`src/rtl/regfile_pkg.sv`:
```
// Shared definitions for the register-file arbiter slice: default widths,
// FSM state encoding and requester ids.
package regfile_pkg;

  localparam int DATA_W_DEF = 8;
  localparam int ADDR_W_DEF = 3;

  typedef enum logic [1:0] {
    ST_IDLE   = 2'd0,
    ST_ACCESS = 2'd1,
    ST_DONE   = 2'd2
  } state_e;

  localparam logic REQ_A = 1'b0;
  localparam logic REQ_B = 1'b1;

endpackage

```
`src/rtl/regfile_arbiter_if.sv`:
```
// Requester A/B handshakes plus register-file pins shared by the arbiter.
// slave = arbiter side, master = requesters and register file.
interface regfile_arbiter_if #(
  parameter int DATA_W = regfile_pkg::DATA_W_DEF,
  parameter int ADDR_W = regfile_pkg::ADDR_W_DEF
);

  logic              a_req;
  logic              a_we;
  logic [ADDR_W-1:0] a_addr;
  logic [DATA_W-1:0] a_wdata;
  logic              a_gnt;
  logic              a_done;
  logic [DATA_W-1:0] a_rdata;

  logic              b_req;
  logic              b_we;
  logic [ADDR_W-1:0] b_addr;
  logic [DATA_W-1:0] b_wdata;
  logic              b_gnt;
  logic              b_done;
  logic [DATA_W-1:0] b_rdata;

  logic [ADDR_W-1:0] rf_addr1;
  logic [ADDR_W-1:0] rf_addr2;
  logic [ADDR_W-1:0] rf_addrw;
  logic              rf_write;
  logic [DATA_W-1:0] rf_data_in;
  logic [DATA_W-1:0] rf_out1;

  modport slave (
    input  a_req, a_we, a_addr, a_wdata,
    input  b_req, b_we, b_addr, b_wdata,
    input  rf_out1,
    output a_gnt, a_done, a_rdata,
    output b_gnt, b_done, b_rdata,
    output rf_addr1, rf_addr2, rf_addrw, rf_write, rf_data_in
  );

  modport master (
    output a_req, a_we, a_addr, a_wdata,
    output b_req, b_we, b_addr, b_wdata,
    output rf_out1,
    input  a_gnt, a_done, a_rdata,
    input  b_gnt, b_done, b_rdata,
    input  rf_addr1, rf_addr2, rf_addrw, rf_write, rf_data_in
  );

endinterface

```
`src/rtl/regfile_arbiter_rr_arb2.sv`:
```
// Combinational two-way round-robin pick; the caller owns last_grant.
module rr_arb2
  import regfile_pkg::*;
(
  input  logic [1:0] req,
  input  logic       last,
  output logic       sel
);

  always_comb begin
    sel = REQ_A;
    if (&req) begin
      sel = ~last;
    end else if (req[1]) begin
      sel = REQ_B;
    end
  end

endmodule

```
`src/rtl/regfile_arbiter.sv`:
```
// Round-robin sequencer sharing one register-file access slot between A and B.
// Optional: define REGFILE_ARB_R0_PROTECT_EN to suppress writes to register 0.
module regfile_arbiter
  import regfile_pkg::*;
#(
  parameter int DATA_W = DATA_W_DEF,
  parameter int ADDR_W = ADDR_W_DEF
) (
  input  logic             clk,
  input  logic             rst_n,
  regfile_arbiter_if.slave bus
);

  state_e            state_q, state_d;
  logic              last_q, last_d;
  logic              owner_q, owner_d;
  logic              rd_q, rd_d;
  logic              a_gnt_q, a_gnt_d;
  logic              b_gnt_q, b_gnt_d;
  logic              a_done_q, a_done_d;
  logic              b_done_q, b_done_d;
  logic [DATA_W-1:0] a_rdata_q, a_rdata_d;
  logic [DATA_W-1:0] b_rdata_q, b_rdata_d;
  logic [ADDR_W-1:0] rf_addr_q, rf_addr_d;
  logic              rf_write_q, rf_write_d;
  logic [DATA_W-1:0] rf_data_q, rf_data_d;

  logic              sel;
  logic              win_we;
  logic [ADDR_W-1:0] win_addr;
  logic [DATA_W-1:0] win_wdata;
  logic              r0_block;

  rr_arb2 u_rr_arb2 (
    .req  ({bus.b_req, bus.a_req}),
    .last (last_q),
    .sel  (sel)
  );

  always_comb begin
    win_we    = bus.a_we;
    win_addr  = bus.a_addr;
    win_wdata = bus.a_wdata;
    if (sel == REQ_B) begin
      win_we    = bus.b_we;
      win_addr  = bus.b_addr;
      win_wdata = bus.b_wdata;
    end
  end

`ifdef REGFILE_ARB_R0_PROTECT_EN
  assign r0_block = (win_addr == '0);
`else
  assign r0_block = 1'b0;
`endif

  // The latched address and write data live directly in the rf_* output
  // registers, so only the owner and the read/write flag are held separately.
  always_comb begin
    state_d    = state_q;
    last_d     = last_q;
    owner_d    = owner_q;
    rd_d       = rd_q;
    a_gnt_d    = 1'b0;
    b_gnt_d    = 1'b0;
    a_done_d   = 1'b0;
    b_done_d   = 1'b0;
    a_rdata_d  = a_rdata_q;
    b_rdata_d  = b_rdata_q;
    rf_addr_d  = '0;
    rf_write_d = 1'b0;
    rf_data_d  = '0;
    case (state_q)
      ST_IDLE: begin
        if (bus.a_req || bus.b_req) begin
          state_d    = ST_ACCESS;
          owner_d    = sel;
          last_d     = sel;
          rd_d       = !win_we;
          a_gnt_d    = (sel == REQ_A);
          b_gnt_d    = (sel == REQ_B);
          rf_addr_d  = win_addr;
          rf_write_d = win_we && !r0_block;
          rf_data_d  = win_we ? win_wdata : '0;
        end
      end
      ST_ACCESS: begin
        state_d  = ST_DONE;
        a_done_d = (owner_q == REQ_A);
        b_done_d = (owner_q == REQ_B);
        if (rd_q && owner_q == REQ_A) a_rdata_d = bus.rf_out1;
        if (rd_q && owner_q == REQ_B) b_rdata_d = bus.rf_out1;
      end
      ST_DONE: state_d = ST_IDLE;
      default: state_d = ST_IDLE;
    endcase
  end

  always_ff @(posedge clk or negedge rst_n) begin
    if (!rst_n) begin
      state_q    <= ST_IDLE;
      last_q     <= REQ_B;
      owner_q    <= REQ_A;
      rd_q       <= 1'b0;
      a_gnt_q    <= 1'b0;
      b_gnt_q    <= 1'b0;
      a_done_q   <= 1'b0;
      b_done_q   <= 1'b0;
      a_rdata_q  <= '0;
      b_rdata_q  <= '0;
      rf_addr_q  <= '0;
      rf_write_q <= 1'b0;
      rf_data_q  <= '0;
    end else begin
      state_q    <= state_d;
      last_q     <= last_d;
      owner_q    <= owner_d;
      rd_q       <= rd_d;
      a_gnt_q    <= a_gnt_d;
      b_gnt_q    <= b_gnt_d;
      a_done_q   <= a_done_d;
      b_done_q   <= b_done_d;
      a_rdata_q  <= a_rdata_d;
      b_rdata_q  <= b_rdata_d;
      rf_addr_q  <= rf_addr_d;
      rf_write_q <= rf_write_d;
      rf_data_q  <= rf_data_d;
    end
  end

  assign bus.a_gnt      = a_gnt_q;
  assign bus.b_gnt      = b_gnt_q;
  assign bus.a_done     = a_done_q;
  assign bus.b_done     = b_done_q;
  assign bus.a_rdata    = a_rdata_q;
  assign bus.b_rdata    = b_rdata_q;
  assign bus.rf_addr1   = rf_addr_q;
  assign bus.rf_addr2   = rf_addr_q;
  assign bus.rf_addrw   = rf_addr_q;
  assign bus.rf_write   = rf_write_q;
  assign bus.rf_data_in = rf_data_q;

endmodule
```
`src/flat_wrapper.sv`:
```
// flat-port wrapper written by rule: the top's interface ports become plain ports
module regfile_arbiter_flat import regfile_pkg::*;
#(
  parameter int DATA_W = DATA_W_DEF,
  parameter int ADDR_W = ADDR_W_DEF
)
  (clk, rst_n, bus_a_req, bus_a_we, bus_a_addr, bus_a_wdata, bus_b_req, bus_b_we, bus_b_addr, bus_b_wdata, bus_rf_out1, bus_a_gnt, bus_a_done, bus_a_rdata, bus_b_gnt, bus_b_done, bus_b_rdata, bus_rf_addr1, bus_rf_addr2, bus_rf_addrw, bus_rf_write, bus_rf_data_in);
  regfile_arbiter_if #(.DATA_W(DATA_W), .ADDR_W(ADDR_W)) bus_i ();
  input  logic clk;
  input  logic rst_n;
  input wire logic [$bits(bus_i.a_req)-1:0] bus_a_req;
  input wire logic [$bits(bus_i.a_we)-1:0] bus_a_we;
  input wire logic [$bits(bus_i.a_addr)-1:0] bus_a_addr;
  input wire logic [$bits(bus_i.a_wdata)-1:0] bus_a_wdata;
  input wire logic [$bits(bus_i.b_req)-1:0] bus_b_req;
  input wire logic [$bits(bus_i.b_we)-1:0] bus_b_we;
  input wire logic [$bits(bus_i.b_addr)-1:0] bus_b_addr;
  input wire logic [$bits(bus_i.b_wdata)-1:0] bus_b_wdata;
  input wire logic [$bits(bus_i.rf_out1)-1:0] bus_rf_out1;
  output wire logic [$bits(bus_i.a_gnt)-1:0] bus_a_gnt;
  output wire logic [$bits(bus_i.a_done)-1:0] bus_a_done;
  output wire logic [$bits(bus_i.a_rdata)-1:0] bus_a_rdata;
  output wire logic [$bits(bus_i.b_gnt)-1:0] bus_b_gnt;
  output wire logic [$bits(bus_i.b_done)-1:0] bus_b_done;
  output wire logic [$bits(bus_i.b_rdata)-1:0] bus_b_rdata;
  output wire logic [$bits(bus_i.rf_addr1)-1:0] bus_rf_addr1;
  output wire logic [$bits(bus_i.rf_addr2)-1:0] bus_rf_addr2;
  output wire logic [$bits(bus_i.rf_addrw)-1:0] bus_rf_addrw;
  output wire logic [$bits(bus_i.rf_write)-1:0] bus_rf_write;
  output wire logic [$bits(bus_i.rf_data_in)-1:0] bus_rf_data_in;
  assign bus_i.a_req = bus_a_req;
  assign bus_i.a_we = bus_a_we;
  assign bus_i.a_addr = bus_a_addr;
  assign bus_i.a_wdata = bus_a_wdata;
  assign bus_i.b_req = bus_b_req;
  assign bus_i.b_we = bus_b_we;
  assign bus_i.b_addr = bus_b_addr;
  assign bus_i.b_wdata = bus_b_wdata;
  assign bus_i.rf_out1 = bus_rf_out1;
  assign bus_a_gnt = bus_i.a_gnt;
  assign bus_a_done = bus_i.a_done;
  assign bus_a_rdata = bus_i.a_rdata;
  assign bus_b_gnt = bus_i.b_gnt;
  assign bus_b_done = bus_i.b_done;
  assign bus_b_rdata = bus_i.b_rdata;
  assign bus_rf_addr1 = bus_i.rf_addr1;
  assign bus_rf_addr2 = bus_i.rf_addr2;
  assign bus_rf_addrw = bus_i.rf_addrw;
  assign bus_rf_write = bus_i.rf_write;
  assign bus_rf_data_in = bus_i.rf_data_in;
  regfile_arbiter #(.DATA_W(DATA_W), .ADDR_W(ADDR_W)) u_core (.clk(clk), .rst_n(rst_n), .bus(bus_i));
endmodule
```
`config.mk`:
```
export PLATFORM = sky130hd
export DESIGN_NAME = regfile_arbiter_flat
export DESIGN_NICKNAME = d
export VERILOG_FILES = /design/src/rtl/regfile_pkg.sv /design/src/rtl/regfile_arbiter_if.sv /design/src/rtl/regfile_arbiter_rr_arb2.sv /design/src/rtl/regfile_arbiter.sv /design/src/flat_wrapper.sv
export SDC_FILE = /design/constraint.sdc
export NUM_CORES = 1
export LEC_CHECK = 0
export ABC_AREA = 1
export CORE_MARGIN = 1
export CORE_UTILIZATION = 44
export DETAILED_ROUTE_END_ITERATION = 6
export PLACE_DENSITY = 0.94
export SYNTH_ARGS = -nofsm -noshare
export SYNTH_HDL_FRONTEND = slang
export SYNTH_SLANG_ARGS = --single-unit
```
`constraint.sdc`:
```
create_clock -name clk -period 2.77 [get_ports clk]
set_input_delay 0.554 -clock clk [delete_from_list [all_inputs] [get_ports clk]]
set_output_delay 0.554 -clock clk [all_outputs]
set_load 0.01 [all_outputs]
```
# --- After elaboration in Yosys (flattened, before gate mapping) ---
# Cells that the tools add are included.
classes:
  n_eq_ne: 2
  n_mux: 20
  n_bitwise: 3
  reduce_logical: 9
ops:
  columns: ["operator", "n"]
  rows:
  - ["$mux W8", 4]
  - ["$mux W1", 11]
  - ["$mux W3", 3]
  - ["$reduce_and A2 Y1", 4]
  - ["$pmux W2 S2", 1]
  - ["$not A1 Y1", 3]
  - ["$eq A2 B1 Y1 const B", 1]
  - ["$logic_and A1 B1 Y1", 2]
  - ["$logic_not A2 Y1", 1]
  - ["$mux W2", 1]
  - ["$ne A2 B1 Y1 const B", 1]
  - ["$logic_not A1 Y1", 1]
  - ["$logic_or A1 B1 Y1", 1]
word_totals:
  regBits: 37
  in_bits: 36

# --- Longest topological paths before layout ---
depth:
  word_depth: 6
  depth_mapped: 7
  depth_no_buf: 6

# --- By module ---
# Synthesis repeated with hierarchy kept, for this count alone.
unflattened:
  hier_cells: 178
  area_unflattened_um2: 1536.5
by_module_without_submodules:
  columns: ["mod", "instances", "cells_per_inst", "area_per_inst_um2", "seq_area_each_um2"]
  rows:
  - ["regfile_arbiter", 1, 176, 1524.0, 927.1]
  - ["rr_arb2", 1, 2, 12.5, 0.0]

# --- Least setup slack after synthesis ---
# OpenSTA, ideal clock, no wires.
synth_timing:
  path_type: "input-to-reg"
  start: "input bus_b_req"
  end: "register u_core.rf_data_q[0] (netlist: u_core.bus.rf_data_in[0])"
  setup_ns: 0.118
  arrival_ns: 1.037
  path_slack_ns: 1.615
  stages: 5
  path_cell_list: "buf_6 nor2_4 nor2_8 nand3_4 nor2_1"
synth_via:
  elab_chain_cells: 6
  elab_cells_between_ends: 9
  cone_classes: "mux: 7; reduce/logical: 2"
synth_lines:
  columns: ["item", "line_no", "text"]
  rows:
  - ["from (decl)", "flat_wrapper.sv:15", "input wire logic [$bits(bus_i.b_req)-1:0] bus_b_req;"]
  - ["$mux W1 or $reduce_and A2 Y1 (tied branches)", "regfile_arbiter_rr_arb2.sv:14, regfile_arbiter_rr_arb2.sv:12", null]
  - ["$mux W1", "regfile_arbiter_rr_arb2.sv:12", "if (&req) begin"]
  - ["$mux W8 or $mux W1 (tied branches)", "regfile_arbiter.sv:44", "if (sel == REQ_B) begin"]
  - ["$mux W8", "regfile_arbiter.sv:84", "rf_data_d = win_we ? win_wdata : '0;"]
  - ["$mux W8 (*)", "regfile_arbiter.sv:75", "if (bus.a_req || bus.b_req) begin"]
  - ["$mux W8 (*)", "regfile_arbiter.sv:73", "case (state_q)"]
  - ["net u_core.rf_data_d[0]", "regfile_arbiter.sv:26", "logic [DATA_W-1:0] rf_data_q, rf_data_d;"]
  - ["to (signal assigned)", "regfile_arbiter.sv:127", "rf_data_q <= rf_data_d;"]
  - ["to (decl)", "regfile_arbiter.sv:26", null]
# Mark *: on every way through the listed nets, which the timed path passes. The rest lies on a longest branch.
# A chain may end at the register's enable or synchronous reset.

# --- Worst setup path in the final report ---
layout_timing:
  start: "register u_core.rf_addr_q[2] (netlist: u_core.bus.rf_addr1[2])"
  end: "output bus_rf_addrw[2]"
layout_rtl:
  columns: ["item", "line_no", "text"]
  rows:
  - ["from (decl)", "regfile_arbiter.sv:24", "logic [ADDR_W-1:0] rf_addr_q, rf_addr_d;"]
  - ["from (signal assigned)", "regfile_arbiter.sv:125", "rf_addr_q <= rf_addr_d;"]
  - ["to (decl)", "flat_wrapper.sv:28", "output wire logic [$bits(bus_i.rf_addrw)-1:0] bus_rf_addrw;"]
# No word-level cell between the ends.

==> impl_metrics.env <==
export IMPL_reg2reg_from="u_core.last_q"
export IMPL_met1_length_um=1270
export IMPL_fin_crit_sh_pct=65.9
export IMPL_postCtsHoldBufs=0
export IMPL_overflow=0
export IMPL_arrival_ns=1.27
export IMPL_syn_avg_cell_area_um2=9.50
export IMPL_numCtsBuffers=5
export IMPL_via_count=1308
export IMPL_rsz0062_at_grt="false"
export IMPL_root_buffer="clkbuf_4"
export IMPL_endpoint_kind="output pin"
export IMPL_antenna_found_initial=0
export IMPL_dp_hpwl_um=2460
export IMPL_io_buffers=73
export IMPL_r2r_end="u_core.owner_q"
export IMPL_yosys_warnings=0
export IMPL_ys_seq_area_share_pct=58.1
export IMPL_place_inst=277
export IMPL_clkLatencyLatePin_ns=0.33
export IMPL_fin_tns_setup_ns=0
export IMPL_std_cell_rows=21
export IMPL_dr_first_iter_drc_count=38
export IMPL_cp_num_cells=1
export IMPL_irDropWorstVdd_uv=383
export IMPL_cts_sinks=37
export IMPL_syn_area_um2=1600
export IMPL_synth_seq_cells=37
export IMPL_grt_max_degree=38
export IMPL_die_area_um2=3870
export IMPL_gp_congestion=0.755
export IMPL_die_y_um=62.2
export IMPL_synthDistinctLibCells=14
export IMPL_finalSetupViolCount=0
export IMPL_power_switching_share_pct=33.5
export IMPL_wl_per_cell_um=11.2
export IMPL_switchingPower_w=0.000736
export IMPL_worstSetupStartpointType="register"
export IMPL_cellPowerDensity_nw_per_um2=932
export IMPL_viasPerCell=4.61
export IMPL_drt_pre_antenna_iters=4
export IMPL_areaGrowthSynthToFinish_pct=48.0
export IMPL_critPathKind="register to output pin"
export IMPL_pwr_share_seq_pct=40.1
export IMPL_clock_power_share_pct=15.7
export IMPL_die_w_um=62.2
export IMPL_io_pins=74
export IMPL_crit_buf_inv=1
export IMPL_reg2reg_depth=5
export IMPL_worstPathMaxFanout=3
export IMPL_nNetsFinal=274
export IMPL_htree_levels=2
export IMPL_cpMaxStageDelayCell="clkdlybuf4s50_1"
export IMPL_routed_wl_met2_um=1690
export IMPL_final_util_pct=69.1
export IMPL_whs_ns=0.300
export IMPL_path_clk_slew_ns=0.10
export IMPL_finalMaxSlewViolations=0
export IMPL_cellInternalPower_w=0.00146
export IMPL_cpPeakStageDelay_ns=0.56
export IMPL_dr_wl_met3_um=184
export IMPL_path_cells="clkdlybuf4s50_1"
export IMPL_grt_pass1_wl_um=5490
export IMPL_synthCells=168
export IMPL_final_cell_count_no_fill=284
export IMPL_hold_violations=0
export IMPL_synth_net_count=204
export IMPL_post_cts_setup_buffers=0
export IMPL_drc=0
export IMPL_drive_above_1_share_pct=7.14
export IMPL_cap_violations=0
export IMPL_fmax_mhz=548
export IMPL_ant_nets=0
export IMPL_tightest_slew_ns=0.783
export IMPL_grtUsageTotal_pct=18.5
export IMPL_grt_pass1_vias=1323
export IMPL_r2r_setup_slack_ns=1.50
export IMPL_clk_path_buf_depth=2
export IMPL_start_util_pct=46.7
export IMPL_tritoncts="yes"
export IMPL_p_comb_share_pct=44.2
export IMPL_routed_top_layer="met4"
export IMPL_skew_ns=0.00980
export IMPL_path_delay_family="buffers and inverters"
export IMPL_status="completed"
export IMPL_relSlewSlack_pct=47.8
export IMPL_leakage_nw=1.17
export IMPL_n_antenna_cell=0
export IMPL_required_ns=2.22
export IMPL_wl_um=3190
export IMPL_min_path_type="input port to async pin"
export IMPL_cts_resized_gates=0
export IMPL_final_min_clock_period_ns=1.83
export IMPL_core_um2=3420
-- layout make-up --
cell class                      instances  area [um2]
Inverter                               26        97.6
Tap cell                               46        57.6
Multi-Input combinational cell         95         480
Timing Repair Buffer                   73         726
Clock inverter                          2        35.0
Sequential cell                        37         927
Clock buffer                            5        37.5
Fill cell                             269        1050
-- cells by family after synthesis --
| kind of cell | count (synthesis) | synth area share (%) |
|---|---|---|
| compound gates | 17 | 5.33 |
| flops | 37 | 58.1 |
| buf+inv | 36 | 11.8 |
| simple gates | 78 | 24.8 |
-- sequential cells by signal, indices dropped and copies added, names as in the netlist --
| register | cells |
|---|---|
| u_core.bus.rf_write | 1 |
| u_core.last_q | 1 |
| u_core.bus.rf_data_in | 8 |
| u_core.bus.b_done | 1 |
| u_core.owner_q | 1 |
| u_core.rd_q | 1 |
| u_core.state_q | 2 |
| u_core.bus.a_done | 1 |
| u_core.bus.a_gnt | 1 |
| u_core.bus.a_rdata | 8 |
| u_core.bus.b_rdata | 8 |
| u_core.bus.b_gnt | 1 |
| u_core.bus.rf_addr1 | 3 |
-- through the flow --
step	power [W]	worst slack, ns	cell area, um2
CTS	0.00223	0.914	2360
global route	0.00236	0.890	2360
detailed placement	0.00188	0.745	2290
floorplan	0.00137	1.62	1600
finish	0.00220	0.944	2360
global placement	0.00184	0.801	2290
-- layer usage --
layer  GRT usage [%]  vias to the layer above
li1                -                      648
met4            9.01                        0
met1            19.4                      599
met3            4.78                        5
met5               0                        -
met2            34.2                       56
-- worst max path at each step --
stage / from / end / slack, ns
after floorplan: bus_b_req / u_core.bus.rf_data_in[0] / 1.62
after global placement: bus_b_req / u_core.owner_q / 0.80
after detailed placement: bus_b_req / u_core.owner_q / 0.75
after CTS: u_core.bus.rf_addr1[2] / bus_rf_addrw[2] / 0.91
final: u_core.bus.rf_addr1[2] / bus_rf_addrw[2] / 0.94
after global routing: u_core.bus.rf_addr1[2] / bus_rf_addrw[2] / 0.89
-- placed cells by master (no fill, tap or decap) --
cell type,n
nor2_1,12
clkinv_2,1
inv_1,26
nand3_1,12
dfrtp_1,36
nor2_8,1
nor2_4,2
nand3_4,3
clkbuf_4,5
nand2_4,2
bufinv_16,1
o21ai_0,16
buf_2,1
dfstp_2,1
o21ai_1,1
nand2_1,46
clkdlybuf4s50_1,72
-- power groups by stage --
| stage | Combinational, W | Sequential, W | Clock [W] |
|---|---|---|---|
| after floorplan | 0.000396 | 0.000977 | 0 |
| after global placement | 0.000949 | 0.000891 | 0 |
| after detailed placement | 0.000982 | 0.000894 | 0 |
| after CTS | 0.000985 | 0.000884 | 0.000358 |
| after global routing | 0.00107 | 0.000915 | 0.000378 |
| final | 0.000973 | 0.000882 | 0.000346 |
-- cell usage after synthesis (all sizes together) --
cell type	number	area [um2]
buf	10	90.1
dfrtp	36	901
dfstp	1	26.3
inv	26	97.6
nand2	48	195
nand3	15	113
nor2	15	87.6
o21ai	17	85.1
Note: power is estimated with default switching activity, not from simulation.
